`src/rtl/data_memory_ws.sv`:
```
// Word-addressed data memory window for the MEM stage with a fixed, programmable
// number of wait cycles per access behind a request/ready handshake.
module data_memory_ws #(
  parameter int DATA_WIDTH  = 32,
  parameter int ADDR_WIDTH  = 32,
  parameter int DEPTH       = 64,
  parameter int BASE_ADDR   = 1024,
  parameter int WAIT_CYCLES = 3
) (
  input  logic                  clk,
  input  logic                  rst,
  input  logic                  memoryRead,
  input  logic                  memoryWrite,
  input  logic [ADDR_WIDTH-1:0] address,
  input  logic [DATA_WIDTH-1:0] data_in,
  output logic [DATA_WIDTH-1:0] data,
  output logic                  ready,
  output logic                  busy,
  output logic                  error,
  output logic [1:0]            state_dbg
);

  // Handshake: the requester holds memoryRead/memoryWrite high until ready.
  // ready pulses for exactly one cycle; error is only meaningful alongside it.

  localparam int BYTES = DATA_WIDTH / 8;
  localparam int OFS   = $clog2(BYTES);
  localparam int IDX_W = $clog2(DEPTH);
  localparam logic [ADDR_WIDTH:0]   LIMIT    = (ADDR_WIDTH+1)'(BASE_ADDR) + (ADDR_WIDTH+1)'(DEPTH * BYTES);
  localparam logic [ADDR_WIDTH-1:0] BASE     = ADDR_WIDTH'(BASE_ADDR);
  localparam logic [ADDR_WIDTH-1:0] OFS_MASK = ADDR_WIDTH'(BYTES - 1);
  localparam logic [7:0]            CNT_INIT = (WAIT_CYCLES > 0) ? 8'(WAIT_CYCLES - 1) : 8'd0;

  typedef enum logic [1:0] {S_IDLE = 2'd0, S_WAIT = 2'd1, S_DONE = 2'd2} state_t;

  state_t                state, next_state;
  logic [7:0]            cnt;
  logic [DATA_WIDTH-1:0] mem [DEPTH];

  logic                  lat_wr, lat_fault, err_q;
  logic [IDX_W-1:0]      lat_idx;
  logic [DATA_WIDTH-1:0] lat_data;

  logic                  req;
  logic                  req_fault;
  logic [ADDR_WIDTH-1:0] offset;
  logic [IDX_W-1:0]      req_idx;

  logic                  acc_wr, acc_fault;
  logic [IDX_W-1:0]      acc_idx;
  logic [DATA_WIDTH-1:0] acc_data;

  assign req       = memoryRead | memoryWrite;
  assign offset    = address - BASE;
  assign req_idx   = IDX_W'(offset >> OFS);
  assign req_fault = (address < BASE) | ({1'b0, address} >= LIMIT) |
                     ((address & OFS_MASK) != '0) | (memoryRead & memoryWrite);

  // With zero wait cycles the commit happens on the accepting edge, so the
  // live request is used instead of the not-yet-latched copy.
  assign acc_wr    = (state == S_IDLE) ? memoryWrite : lat_wr;
  assign acc_fault = (state == S_IDLE) ? req_fault   : lat_fault;
  assign acc_idx   = (state == S_IDLE) ? req_idx     : lat_idx;
  assign acc_data  = (state == S_IDLE) ? data_in     : lat_data;

  always_ff @(posedge clk or negedge rst) begin
    if (!rst) state <= S_IDLE;
    else      state <= next_state;
  end

  always_comb begin
    next_state = state;
    case (state)
      S_IDLE: if (req) next_state = (WAIT_CYCLES > 0) ? S_WAIT : S_DONE;
      S_WAIT: if (cnt == 8'd0) next_state = S_DONE;
      S_DONE: next_state = S_IDLE;
      default: next_state = S_IDLE;
    endcase
  end

  always_comb begin
    ready     = (state == S_DONE);
    error     = (state == S_DONE) & err_q;
    busy      = (state == S_WAIT) | ((state == S_IDLE) & req);
    state_dbg = state;
  end

  always_ff @(posedge clk or negedge rst) begin
    if (!rst) begin
      cnt       <= 8'd0;
      lat_wr    <= 1'b0;
      lat_fault <= 1'b0;
      lat_idx   <= '0;
      lat_data  <= '0;
      err_q     <= 1'b0;
      data      <= '0;
      for (int i = 0; i < DEPTH; i++) mem[i] <= '0;
    end else begin
      if (state == S_IDLE && req) begin
        lat_wr    <= memoryWrite;
        lat_fault <= req_fault;
        lat_idx   <= req_idx;
        lat_data  <= data_in;
        cnt       <= CNT_INIT;
      end else if (state == S_WAIT && cnt != 8'd0) begin
        cnt <= cnt - 8'd1;
      end
      if (next_state == S_DONE && state != S_DONE) begin
        err_q <= acc_fault;
        if (!acc_fault) begin
          if (acc_wr) mem[acc_idx] <= acc_data;
          else        data         <= mem[acc_idx];
        end
      end
    end
  end

endmodule
```
`config.mk`:
```
export PLATFORM = sky130hd
export DESIGN_NAME = data_memory_ws
export DESIGN_NICKNAME = d
export VERILOG_FILES = /design/src/rtl/data_memory_ws.sv
export SDC_FILE = /design/constraint.sdc
export NUM_CORES = 2
export LEC_CHECK = 0
export BUFFER_PORTS_ARGS = -buffer_cell sky130_fd_sc_hd__buf_2
export CAP_MARGIN = 5
export CORE_ASPECT_RATIO = 1.5
export CORE_MARGIN = 10
export CORE_UTILIZATION = 35
export CTS_BUF_LIST = sky130_fd_sc_hd__clkbuf_8
export CTS_CLUSTER_SIZE = 28
export DETAILED_ROUTE_END_ITERATION = 10
export GPL_TIMING_DRIVEN = 0
export PLACE_DENSITY_LB_ADDON = 0.12
export SYNTH_ARGS = -nofsm -noshare
export SYNTH_HDL_FRONTEND = slang
export SYNTH_SLANG_ARGS = --single-unit
```
`constraint.sdc`:
```
create_clock -name clk -period 3 [get_ports clk]
set_input_delay 0.6 -clock clk [delete_from_list [all_inputs] [get_ports clk]]
set_output_delay 0.6 -clock clk [all_outputs]
set_load 0.01 [all_outputs]
```
==> reports/qor.txt <==
Inst Count DP: 13200
Achievable Freq: 0.232 GHz
switching share of power: 51.3%
Top-Level Pins: 105
CP endpoint kind: register
Ys Warns: 0
ANT nets after route: 0
1st-pass router iterations: 7
Sink Count: 2131
nets@finish: 10700
Psw: 69600 uW
Routed WL: 671000 um
share of cells above drive strength 1: 22.9%
clock root buffer: clkbuf_8
IO Port Bufs: 103
clock-pin slew on the worst setup and hold paths: 0.06 ns
Synth cell types: 71
outcome: complete, but fails checks
Setup CP Type: reg -> reg
syn nets: 9527
Pint: 66100 uW
DRC viols: 0
sequential element share of the synthesized area: 57.8%
Synth Register Bits: 2131
vias in the first global route: 84600
gr ovfl total: 0
largest cells by area after synthesis: dfrtp_1 58%, nand2_1 9.0%, o21ai_0 8.8%
failing checks: hold timing, setup timing
area delta synth->final: 32.7%
Num CTS Buffers: 360
Post-DP HPWL: 465000 um
fin crit period: 4.32 ns
vias: 94100
R2R Setup Slk: -1.32 ns
Finished Core Util: 46.7%
cts hold-fix bufs: 46
via-per-instance ratio: 6.49
Die Wd: 439 um
crit path DAT: 5.29 ns
Synth area leader: dfrtp_1
Final Hold Viols: 514
Yosys top cell area share: 57.8%
Synth async-reset ratio: 100%
max-slew violation count: 0
Worst setup SP type: register
Mapped Avg Cell Area: 9.75 um^2
first-pass GRT wire length: 845000 um
initial core utilization: 35.2%
fin crit share: 144%
power per cell area: 1110 nW/um^2
R2R cell count: 12
synth cell count leaders: 2202 x nand2_1, 2131 x dfrtp_1, 1623 x o21ai_0
Skew-Pair Late Insertion Delay: 1.11 ns
Tightest Pin Transition: 1.30 ns
main flop type after synthesis: dfrtp_1
final clock skew: 0.0790 ns
H-Tree Depth: 5
Longest Clk Path Bufs: 4
gr usage total: 44.7%
num rows: 230
CTS tree: yes
leakage: 0.0533 uW
initial antenna violation count: 127
RD Place Congestion: 1.08
final setup violation count: 2189
worst reg2reg path startpoint: state_dbg[0]$_DFF_PN0_
Clk pwr share: 20.5%
relative slew slack: 13.2%
Setup WS post-layout: -1.32 ns
unrepaired setup endpoints after global routing: true
pin count of the biggest net entering global routing: 166
maximum VDD drop: 853 uV
chip height: 649 um
Max-Cap Viols: 0
register share of total power: 23.3%
most common cell in the netlist: nand2_1
initial DRC count: 15800
average wire per standard cell: 46.3 um
Synth Cell Area: 92200 um^2
worst hold path type: in -> async
die area: 285000 um^2
Max FO, Critical Path: 6
Power Total: 136000 uW
final hold slack: -0.361 ns
Post-Syn Instances: 9457
Placeable Area: 262000 um^2
Combinational Power Share: 56.2%
FF-to-FF End: data[27]$_DFFE_PN0P_
number of synthesized flops with an enable pin: 0
non-filler cells in the finished layout: 14500
Required @ worst endpoint: 3.98 ns
[power groups by stage]
stage | Sequential, uW | Clock [uW] | Combinational [uW]
after CTS | 31500 | 27600 | 61600
after detailed placement | 32000 | 0 | 54000
after global routing | 31700 | 28900 | 71500
after floorplan | 31500 | 0 | 13900
after global placement | 31900 | 0 | 48500
final | 31600 | 27900 | 76200
[how the worst max path moves through the flow]
stage	startpoint	endpoint	slack, ns	depth (start not counted)
finish	state_dbg[0]$_DFF_PN0_	data[27]$_DFFE_PN0P_	-1.32	12
global route	state_dbg[0]$_DFF_PN0_	data[3]$_DFFE_PN0P_	-1.17	14
CTS	state_dbg[1]$_DFF_PN0_	data[22]$_DFFE_PN0P_	-1.0	11
detailed placement	address[2]	data[1]$_DFFE_PN0P_	-5.31	13
global placement	rst	mem[1175]$_DFFE_PN0P_	-47.93	1
floorplan	state_dbg[1]$_DFF_PN0_	data[5]$_DFFE_PN0P_	0.001	11
[per-stage QoR]
step | TNS [ns] | cell area, um^2 | setup WS, ns
6_report | -1222.74 | 122000 | -1.32
5_1_grt | -1384.17 | 122000 | -1.17
4_1_cts | -1210.33 | 115000 | -0.997
3_5_place_dp | -3739.13 | 102000 | -5.31
3_3_place_gp | - | 97100 | -47.93
2_1_floorplan | 0 | 92200 | 0.00123
[sequential cells by signal, summed over array words and instances (netlist names)]
signal / count
state_dbg: 2
err_q: 1
lat_idx: 6
lat_data: 32
mem: 2048
lat_fault: 1
data: 32
cnt: 8
lat_wr: 1
[critical path: stages (launching register included)]
cell and delay, ns:
dfrtp_2 0.44, buf_8 0.15, or3b_4 0.44, nand2_8 0.13
buf_16 0.20, buf_4 0.16, buf_16 0.21, mux2i_1 0.27
o22ai_1 0.13, o21ai_2 0.25, nand4_1 0.88, or3_4 0.74
o22a_1 0.17
[repair_timing]
| item | 4_1_cts | 5_1_grt |
|---|---|---|
| pin swaps | 91 | 185 |
| buffers inserted | 117 | 326 |
| gates cloned | 5 | 28 |
| endpoints found under the hold margin | 133 | 514 |
| endpoints found under the setup margin | 2425 | 2396 |
| gates resized for setup | 1100 | 980 |
[placed cells by master, fill, tap and decap left out, types with 134 or more instances in the layout]
| master | synthesis | final |
|---|---|---|
| buf_12 | 5 | 229 |
| dfrtp_1 | 2131 | 2129 |
| a21oi_1 | 419 | 400 |
| nor2_1 | 331 | 323 |
| o21ai_0 | 1623 | 1423 |
| nand2_1 | 2202 | 2174 |
| buf_16 | 0 | 150 |
| diode_2 | 0 | 134 |
| buf_2 | 251 | 250 |
| o22ai_1 | 262 | 225 |
| buf_4 | 29 | 401 |
| clkbuf_8 | 0 | 482 |
| o21ai_1 | 384 | 445 |
| mux2i_1 | 558 | 434 |
| clkbuf_1 | 380 | 221 |
[logic make-up (layout without fill, tap and decap cells)]
logic type	count (synthesis)	after routing	share of synthesized area, %
other cells	0	134	0
flops	2131	2131	57.8
mux	565	565	6.14
xor+xnor	6	6	0.0570
compound gates	3133	3133	19.1
simple gates	2723	2728	12.2
buf+inv	897	2330	4.65
fa+ha+maj	2	2	0.0271
[layout make-up]
| type | count | area [um^2] |
|---|---|---|
| inverters | 6 | 22.5 |
| repair buffers | 813 | 10300 |
| clock buffers | 463 | 6370 |
| flip-flops and latches | 2131 | 53300 |
| multi-input cells | 6434 | 38500 |
| fillers | 24900 | 140000 |
| diodes | 134 | 335 |
| plain buffers | 885 | 8310 |
| clock inverters | 163 | 873 |
| well taps | 3480 | 4350 |
[metal layers]
layer / vias up / share of wire [%] / track usage (%)
li1: 35500 / - / -
met3: 2830 / 13 / 17.7
met1: 47500 / 33 / 50.6
met2: 8189 / 41 / 62.1
met5: - / 0.084 / 0
met4: 46 / 13 / 45.3
No activity file was read; power rests on OpenSTA's default activity.
